[config.mk]
export PLATFORM = sky130hd
export DESIGN_NAME = booth_ctrl
export DESIGN_NICKNAME = d
export VERILOG_FILES = /design/src/rtl/booth_ctrl.sv
export SDC_FILE = /design/constraint.sdc
export NUM_CORES = 1
export LEC_CHECK = 0
export BUFFER_PORTS_ARGS = -buffer_cell sky130_fd_sc_hd__buf_2
export CORE_AREA = 2 2 39 41
export DETAILED_ROUTE_END_ITERATION = 10
export DIE_AREA = 0 0 41 43
export HOLD_SLACK_MARGIN = 0.15
export PLACE_DENSITY = 0.64
export SETUP_SLACK_MARGIN = 0.15
export SYNTH_ARGS = -nofsm -noshare
export SYNTH_HDL_FRONTEND = slang
export SYNTH_SLANG_ARGS = --single-unit
[constraint.sdc]
create_clock -name clk -period 3.1 [get_ports clk]
set_clock_uncertainty 0.15 [all_clocks]
set_input_delay 0.155 -clock clk [delete_from_list [all_inputs] [get_ports clk]]
set_output_delay 0.155 -clock clk [all_outputs]
set_load 0.01 [all_outputs]
[src/rtl/booth_ctrl.sv]
// booth_ctrl: Moore sequencer issuing the c0..c6 strobes of a radix-2 Booth multiplier.
// Latency 2N+4..3N+4 cycles start-to-done; start is ignored while busy, nothing is queued.
module booth_ctrl #(
    parameter int N = 8
) (
    input  logic clk,
    input  logic rst_b,
    input  logic start,
    input  logic q0,
    input  logic q_m1,
    output logic c0,
    output logic c1,
    output logic c2,
    output logic c3,
    output logic c4,
    output logic c5,
    output logic c6,
    output logic busy,
    output logic done
);

    localparam int CW = $clog2(N);
    localparam logic [CW-1:0] LAST_ITER = CW'(N - 1);

    typedef enum logic [3:0] {
        ST_IDLE,
        ST_INIT,
        ST_TEST,
        ST_ADD,
        ST_SUB,
        ST_SHIFT,
        ST_OUT_A,
        ST_OUT_Q,
        ST_DONE
    } state_t;

    state_t          state_q, state_d;
    logic [CW-1:0]   cnt_q, cnt_d;

    always_ff @(posedge clk or negedge rst_b) begin
        if (!rst_b) begin
            state_q <= ST_IDLE;
            cnt_q   <= '0;
        end else begin
            state_q <= state_d;
            cnt_q   <= cnt_d;
        end
    end

    // Booth pair {q0,q_m1} only matters in TEST; everywhere else it is ignored.
    always_comb begin
        state_d = state_q;
        cnt_d   = cnt_q;
        case (state_q)
            ST_IDLE: begin
                if (start) begin
                    state_d = ST_INIT;
                end
            end
            ST_INIT: begin
                state_d = ST_TEST;
                cnt_d   = '0;
            end
            ST_TEST: begin
                case ({q0, q_m1})
                    2'b01:   state_d = ST_ADD;
                    2'b10:   state_d = ST_SUB;
                    default: state_d = ST_SHIFT;
                endcase
            end
            ST_ADD:   state_d = ST_SHIFT;
            ST_SUB:   state_d = ST_SHIFT;
            ST_SHIFT: begin
                if (cnt_q == LAST_ITER) begin
                    state_d = ST_OUT_A;
                    cnt_d   = '0;
                end else begin
                    state_d = ST_TEST;
                    cnt_d   = cnt_q + 1'b1;
                end
            end
            ST_OUT_A: state_d = ST_OUT_Q;
            ST_OUT_Q: state_d = ST_DONE;
            ST_DONE:  state_d = ST_IDLE;
            default:  state_d = ST_IDLE;
        endcase
    end

    // Strobes decode from the state register alone so reset clears them without a clock.
    always_comb begin
        c0   = 1'b0;
        c1   = 1'b0;
        c2   = 1'b0;
        c3   = 1'b0;
        c4   = 1'b0;
        c5   = 1'b0;
        c6   = 1'b0;
        busy = (state_q != ST_IDLE);
        done = 1'b0;
        case (state_q)
            ST_INIT: begin
                c0 = 1'b1;
                c1 = 1'b1;
            end
            ST_ADD:   c2 = 1'b1;
            ST_SUB: begin
                c2 = 1'b1;
                c3 = 1'b1;
            end
            ST_SHIFT: c4 = 1'b1;
            ST_OUT_A: c5 = 1'b1;
            ST_OUT_Q: c6 = 1'b1;
            ST_DONE:  done = 1'b1;
            default: ;
        endcase
    end

    a_datapath_excl: assert property (@(posedge clk) disable iff (!rst_b)
        $onehot0({c0, c2, c4}));
    a_bus_excl: assert property (@(posedge clk) disable iff (!rst_b)
        !(c5 && c6));

endmodule

Word level (Yosys, flattened, before mapping)
Cells that the tools add are included.
Word-level totals
  bits in registers: 7
  input port bits: 5
  output and inout port bits: 9
  logic and storage cells: 32
Operators by class
  $add $sub $neg: 1
  eq/ne operators: 12
  mux-type cells: 13
  reduce and logical (&&, ||, !) cells: 4
Operators with widths (number)
  one-hot mux 4 bit (7 select lines): 1
  equality test 4 x 3 -> 1 bit (second input constant): 4
  one-hot mux 3 bit (2 select lines): 2
  equality test 4 x 2 -> 1 bit (second input constant): 2
  2-to-1 mux 1 bit: 7
  2-to-1 mux 3 bit: 2
  equality test 4 x 1 -> 1 bit (second input constant): 1
  equality test 4 bit (second input constant): 1
  logical NOT 4 bit: 1
  2-to-1 mux 4 bit: 1
  nonzero test 4 bit: 1
  adder 3 x 1 -> 3 bit (second input constant): 1
  equality test 3 bit (second input constant): 1
  equality test 2 x 1 -> 1 bit (second input constant): 1
  equality test 2 bit (second input constant): 1
  inequality test 2 bit (second input constant): 1
  nonzero test 2 bit: 1
  OR reduction 2 bit: 1

Depth between registers and ports, before layout
Gate-level depths: netlist (run 1).
  depth after elaboration: 3
  mapped depth: 4
  gate-level depth less buffers: 4

Least setup slack after synthesis (run 1)
No wires, ideal clock.
  kind: register to output
  start: register state_q[1]
  end: output port c1
  arrival time: 1.155 ns
  required time: 2.795 ns
  slack: 1.640 ns
  cell stages (with the launch flop): 5
  path buffers: 2
  path through: dfrtp_1 -> buf_4 -> nand2b_4 -> nor3_1 -> buf_4
Between the ends
  longest elaborated chain between the ends: 2
RTL lines
  start, declared: RTL line 37  | state_t state_q, state_d;
  start signal, assigned: RTL line 45  | state_q <= state_d;
  equality test 4 x 1 -> 1 bit
  2-to-1 mux 1 bit
  end, declared: RTL line 12  | output logic c1,
No other way between the ends.

Worst setup path in the final report (run 1)
  start: register state_q[2]
  end: output port c2
Between the ends
  longest elaborated chain between the ends: 3
  elaborated cells on any way between the ends: 4
  those cells by class: eq/ne (2); mux (1); reduce/logical (1)
RTL lines
  equality test 4 x 3 -> 1 bit / equality test 4 x 2 -> 1 bit (equally long branches): RTL line 100  | case (state_q)
  OR reduction 2 bit (no line) (*)
  2-to-1 mux 1 bit (*): RTL line 100
  end, declared: RTL line 13  | output logic c2,
Mark *: on every way between the ends. The rest lies on a longest branch, timed or not.

==> qor.yml, run 1 <==
cap_violations: 0
slew_headroom_pct: 71.56
drcViolationCount: 0
htree_num_levels: 1
hold_path_class: "input pin to flip-flop"
fp-row-count: 14
whs_path_depth: 4
post-place-ws_ns: 1.582
grt_pass1_wl_um: 1449
die_h_um: 43
yosysMostFrequentCell: "dfrtp_1"
ys_warn_count: 0
reg2reg_slack_ns: 1.56
num_io_pins: 14
synth_common_cells: "7 x dfrtp_1, 6 x nor2_1, 5 x o21ai_0, 4 x nand2_1, 4 x nor2b_1"
worst_slack_ns: 1.329
rsz0062_at_grt: "no"
reg2reg_to: "state_q[2]$_DFFE_PN0P_"
worst-endpoint-required_ns: 2.79
synthToLayoutAreaGrowth_pct: 20.67
powerDensity_mw_per_mm2: 938.5
syn-instance-count: 54
grt_pass1_vias: 345
synth_compound_area_share_pct: 17.05
drt_iter0_markers: 6
cts_tree: "built"
syn_area_per_cell_um2: 8.967
grt_usage_pct: 12.89
die_width_um: 41
worstSetupEndpointType: "output pin"
synth-seq-cells: 7
io_buffers: 13
vias_per_cell: 5.012
netlist-cell-type-count: 23
synth_top_area_share_pct: 36.18
initial_core_util_pct: 34.99
fmax_mhz: 564.6
wl_per_cell_um: 11.40
synth_fa_ha_area_share_pct: 5.168
yosysTopAreaCell: "dfrtp_1"
setup_viol: 0
cts_sinks: 7
slew_violations: 0
ys_seq_area_share_pct: 36.18
synth_xor_area_share_pct: 0
core_area_mm2: 0.001384
synth.mux.area_fraction_pct: 0
synth_fp_nets: 61
synthSimpleGateAreaFrac_pct: 33.07
grt_max_degree: 16
register_area_um2: 175.2
hold_viol: 0
dieArea_mm2: 0.001763
antenna_found_initial: 0
crit_type: "flip-flop to output pin"
firstDrtPassIters: 4
vdd_drop_max_uv: 377.0
critPathLaunchType: "flip-flop"
r2r_start: "state_q[2]$_DFFE_PN0P_"
synth_area_um2: 484.2
post_cts_buffers: 0
tns_ns: 0
multi_input_area_um2: 267.8
layout_min_cycle_time_ns: 1.771
ant_nets: 0
tightest_slew_ns: 0.4267
holdCritStartpoint: "start"
fin_cells: 85
clk_pin_slew_ns: 0.05
synthArstFlopShare_pct: 100.0
fin_crit_sh_pct: 57.13
grt_overflow: 0
hold_buffers: 3
antenna_cells: 0
leakagePower_nw: 0.2802
drive_gt1_share_pct: 28.99
cts_buffers: 3
post_cts_resized: 0
fillers: 145
synth_area_leaders: "dfrtp_1 36%, ha_1 5.2%, nor2b_1 5.2%"
fin_nets: 77
cts-root-buf: "clkbuf_4"
status: "complete, no violations"
clock_latency_ns: 0.25
vias: 426
synth_edf_count: 0
cp.arrival_ns: 1.47
hold_path_end: "state_q[0]$_DFFE_PN0P_"
power_mw: 0.5484
synth_ff_type: "dfrtp_1"
place_congestion: 0.7031
synth_top_family_by_area: "simple AND/OR/NAND/NOR gates"
r2r_cells: 3
hpwl_um: 666.4
post-place-cells: 78
cts_buffer_depth: 2
worstPathMaxFanout: 15
drt-total-wl_um: 969
-- per-layer routing --
metal / track usage [%] / share of wire [%] / up-vias
met5: 0 / 0 / -
met4: 12.00 / 1.5 / 0
met3: 3.141 / 3.9 / 2
met2: 16.25 / 48 / 10
met1: 16.88 / 46 / 197
li1: - / - / 217
-- cell usage in the layout, fill, tap and decap left out --
cell,n
buf_2,13
dfrtp_1,7
nor2_1,6
o21ai_0,5
nand2_1,4
nor2b_1,4
a21oi_1,3
o21ai_1,3
clkbuf_4,3
dlygate4sd3_1,3
nand2b_1,2
nor3_1,2
nand3b_1,2
ha_1,2
and2b_2,1
a22oi_1,1
nand2b_4,1
nor4b_1,1
o21bai_1,1
or4b_4,1
o211ai_2,1
or2_1,1
or3b_1,1
clkbuf_1,1
-- registers in the layout, summed over array words and instances, names as in the netlist --
| register | cells |
|---|---|
| cnt_q | 3 |
| state_q | 4 |
-- report_power, final --
group | internal, mW | leakage, nW | switching, mW
clock network | 0.0493 | 0.0150 | 0.0358
registers | 0.127 | 0.0903 | 0.0806
logic | 0.128 | 0.175 | 0.128
total | 0.304 | 0.280 | 0.244
-- critical path, cell delays in order, from the launching register on --
cell     delay [ns]
dfrtp_1        0.60
and2b_2        0.28
a22oi_1        0.13
nor2_1         0.05
buf_2          0.14
-- kinds of logic after synthesis --
| logic type | Yosys count |
|---|---|
| AND/OR/NAND/NOR | 26 |
| AO/OA/AOI/OAI | 14 |
| flip-flops | 7 |
| buffers and inverters | 5 |
| adder cells (fa/ha/maj) | 2 |
-- area by class of cell --
type | instances | share of cell area (%)
clock buffers | 4 | 4.497
multi-input cells | 42 | 45.82
flip-flops and latches | 7 | 29.98
well taps | 16 | 3.426
repair buffers | 16 | 16.27
-- worst max-delay path by stage --
stage / depth (start not counted) / from / end / slack [ns]
global placement: 4 / cnt_q[0]$_DFFE_PN0P_ / cnt_q[0]$_DFFE_PN0P_ / 1.60
detailed placement: 3 / state_q[2]$_DFFE_PN0P_ / state_q[2]$_DFFE_PN0P_ / 1.58
floorplan: 4 / state_q[1]$_DFFE_PN0P_ / c1 / 1.64
global route: 4 / state_q[2]$_DFFE_PN0P_ / c2 / 1.24
finish: 4 / state_q[2]$_DFFE_PN0P_ / c2 / 1.33
CTS: 4 / state_q[2]$_DFFE_PN0P_ / c2 / 1.32
-- through the flow --
step	util [%]	hold slack (ns)	area, um^2
global route	42.22	0.2114	584.3
finish	42.22	0.1671	584.3
CTS	42.22	0.1671	584.3
detailed placement	38.16	-0.1473	528.0
global placement	38.16	-0.1456	528.0
floorplan	-	-0.2906	484.2
Note: power is estimated with default switching activity, not from simulation.
==> run 2, diff against run 1 <==
- ABC_AREA: unset -> 1
- PLACE_DENSITY: 0.64 -> 0.63
- clock period: 3.1 -> 1.5 ns (I/O delays scaled with it)
==> run 2 against run 1 <==
Worst hold slack improved by 0.20 ns. Global-route usage increased by 3.0 points. Power grew 140%. Cell count rose by 22%. Clock power up 100%. Combinational power rose to 3.0 times the previous value. Cell area grew 20%. Synthesized cell count rose by 17%. Sequential share of layout area fell by 4.3 points. Largest power group unchanged.
==> qor.yml, run 2 <==
status: "complete, no violations"
drive_gt1_share_pct: 47.73  # +19 points
fillers: 123  # -15%
cp.arrival_ns: 1.16  # -0.31 ns
hold_path_class: "flip-flop to flip-flop"
layout_min_cycle_time_ns: 1.390
comb_power_share_pct: 58.2  # +12 points
slew_headroom_pct: 77.43  # +5.9 points
drt_iter0_markers: 4  # -2
cts_buffer_depth: 2  # unchanged
powerDensity_mw_per_mm2: 1876  # +100%
cts_tree: "built"
vdd_drop_max_uv: 854.6  # +130%
synthArstFlopShare_pct: 100.0  # unchanged
ys_warn_count: 0  # unchanged
ant_nets: 0  # unchanged
p_switching_mw: 0.6119  # +150%
tightest_slew_ns: 0.3375  # -0.08917 ns
synth_common_cells: "16 x nand2_1, 11 x nor2_1, 10 x inv_1, 7 x dfrtp_1"
cpPeakStageDelay_ns: 0.44  # -0.16 ns
firstDrtPassIters: 4  # unchanged
synth_area_leaders: "dfrtp_1 39%, nand2_1 13%, nor2_1 9.2%"
drcViolationCount: 0  # unchanged
synth_fp_nets: 70  # +15%
antenna_found_initial: 0  # unchanged
fin_area_um2: 700.7  # +20%
worst-endpoint-required_ns: 1.27  # -1.52 ns
ys_seq_area_share_pct: 39.22  # +3.0 points
fin_crit_sh_pct: 92.65
regMostFlops: "state_q"
clock_latency_ns: 0.25  # about the same
initial_core_util_pct: 32.28  # -2.7 points
fp-row-count: 14  # unchanged
syn_area_per_cell_um2: 7.090  # -21%
hpwl_um: 749.2  # +12%
cts-root-buf: "clkbuf_4"
placed_area_um2: 524.3  # -0.71%
synthToLayoutAreaGrowth_pct: 56.86
grt_overflow: 0  # unchanged
syn-instance-count: 63  # +17%
intPower_mw: 0.7025  # +130%
worstPathMaxFanout: 4  # -11
die_h_um: 43  # unchanged
fin_worst_hold_slack_ns: 0.3703  # +0.2032 ns
power_mw: 1.314  # +140%
final_cell_mix: "13 x nand2_1, 10 x buf_2, 7 x inv_1, 7 x nor2_1, 5 x dlygate4sd3_1"
grt_max_degree: 8  # -8
tns_ns: 0  # unchanged
place_congestion: 0.7816  # +11%
vias: 477  # +12%
critPathLaunchType: "flip-flop"
cts_sinks: 7  # unchanged
cts_buffers: 3  # unchanged
reg.largest.list: "state_q x4, cnt_q x3"
swShare_pct: 46.55  # +2.1 points
power.share.sequential_pct: 28.8  # -9.1 points
yosysMostFrequentCell: "nand2_1"
grt_usage_pct: 15.91  # +3.0 points
dieArea_mm2: 0.001763  # unchanged
synth_ff_type: "dfrtp_1"
synth-seq-cells: 7  # unchanged
core_area_mm2: 0.001384  # unchanged
r2r_cells: 6  # +3
grt_pass1_wl_um: 1814  # +25%
rsz0062_at_grt: "yes"
drt-total-wl_um: 1076  # +11%
cp.depth: 5  # +1
fmax_mhz: 719.5
netlist-cell-type-count: 16  # -30%
die_width_um: 41  # unchanged
critPathBufInv: 3  # +2
synth_edf_count: 0  # unchanged
crit_slowest_cell: "dfrtp_2"
largest_reg_flops: 4  # unchanged
crit_type: "flip-flop to output pin"
slew_violations: 0  # unchanged
wl_per_cell_um: 10.35  # -9.2%
io_buffers: 13  # unchanged
antenna_cells: 0  # unchanged
path_delay_family: "flip-flops"
leakagePower_nw: 0.3839  # +37%
clk_pin_slew_ns: 0.05  # about the same
fin_nets: 96  # +25%
final_common_cell: "nand2_1"
synth_area_um2: 446.7  # -7.8%
htree_num_levels: 1  # unchanged
clkPwrFrac_pct: 13.0  # -2.5 points
worstSetupEndpointType: "output pin"
synth_top_area_share_pct: 39.22  # +3.0 points
grt_pass1_vias: 458  # +33%
whs_path_depth: 2  # -2
cap_violations: 0  # unchanged
setup_viol: 0  # unchanged
hold_viol: 0  # unchanged
yosysTopAreaCell: "dfrtp_1"
num_io_pins: 14  # unchanged
path_cells: "inv_4 > nor2_4 > nand2_2 > inv_1 > buf_2"
vias_per_cell: 4.587  # -8.5%
## run 2: cell types whose count changed after synthesis, sizes merged, moves of 2 or more
| cell | delta |
|---|---|
| nand3b | -2 |
| nor2 | +7 |
| nand2 | +14 |
| nand3 | +5 |
| buf | -3 |
| nor2b | -4 |
| nand2b | -3 |
| inv | +11 |
| o21ai | -4 |
| a21oi | -3 |
## run 2: what timing repair did
action	CTS	global route
setup buffers	3	1
hold buffers	5	0
endpoints found under the hold margin	10	0
gates resized for setup	8	15
endpoints found under the setup margin	9	11
pin swaps	1	4
## run 2: metal layers
layer	share of wire, %	vias up	track usage (%)
li1	-	242	-
met1	42	220	18.87
met2	51	11	22.81
met3	3.1	4	3.141
met4	3.2	0	14.00
met5	0	-	0
## run 2: layout make-up
cell class                 instances  area, um^2  area share [%]
clock buffer                       4       26.28           3.750
inverter                          11       43.79           6.250
multi-input combinational         44       266.5           38.04
sequential                         7       180.2           25.71
tap                               16       20.02           2.857
timing repair buffer              22       163.9           23.39
## run 2: path summary, 6_finish.rpt
check	start	endpoint	slack (ns)
worst max-delay path	state_q[1]$_DFFE_PN0P_	c5	0.11
worst min-delay path	cnt_q[1]$_DFFE_PN0P_	cnt_q[1]$_DFFE_PN0P_	0.37
min in group asynchronous	rst_b	cnt_q[2]$_DFFE_PN0P_	0.63
worst min register to register	cnt_q[1]$_DFFE_PN0P_	cnt_q[1]$_DFFE_PN0P_	0.37
max in group asynchronous	rst_b	state_q[0]$_DFFE_PN0P_	0.30
worst max register to register	state_q[1]$_DFFE_PN0P_	cnt_q[0]$_DFFE_PN0P_	0.24
## run 2: kinds of logic after synthesis
logic type	Yosys count	synth area share, %
flops	7	39.22
fa+ha+maj	2	5.601
simple gates	38	39.78
buf+inv	12	10.93
compound gates	4	4.480
## run 2: worst min-delay path, stage by stage (launching register included)
cell     delay [ns]
dfrtp_1        0.34
o21ai_0        0.09
nand2_1        0.06
## run 2: stage by stage
stage / setup slack, ns / util [%] / std cells
floorplan: 0.3208 / - / 63
global placement: 0.2944 / 37.88 / 91
detailed placement: 0.2752 / 37.88 / 91
CTS: 0.09700 / 46.65 / 103
global route: 0.003903 / 50.63 / 104
finish: 0.1102 / 50.63 / 104
## run 2: power groups by stage
stage | Clock (mW) | Sequential (mW) | Combinational, mW
global route | 0.193 | 0.390 | 0.848
finish | 0.171 | 0.378 | 0.765
global placement | 0 | 0.327 | 0.550
CTS | 0.182 | 0.342 | 0.643
floorplan | 0 | 0.314 | 0.418
detailed placement | 0 | 0.326 | 0.559
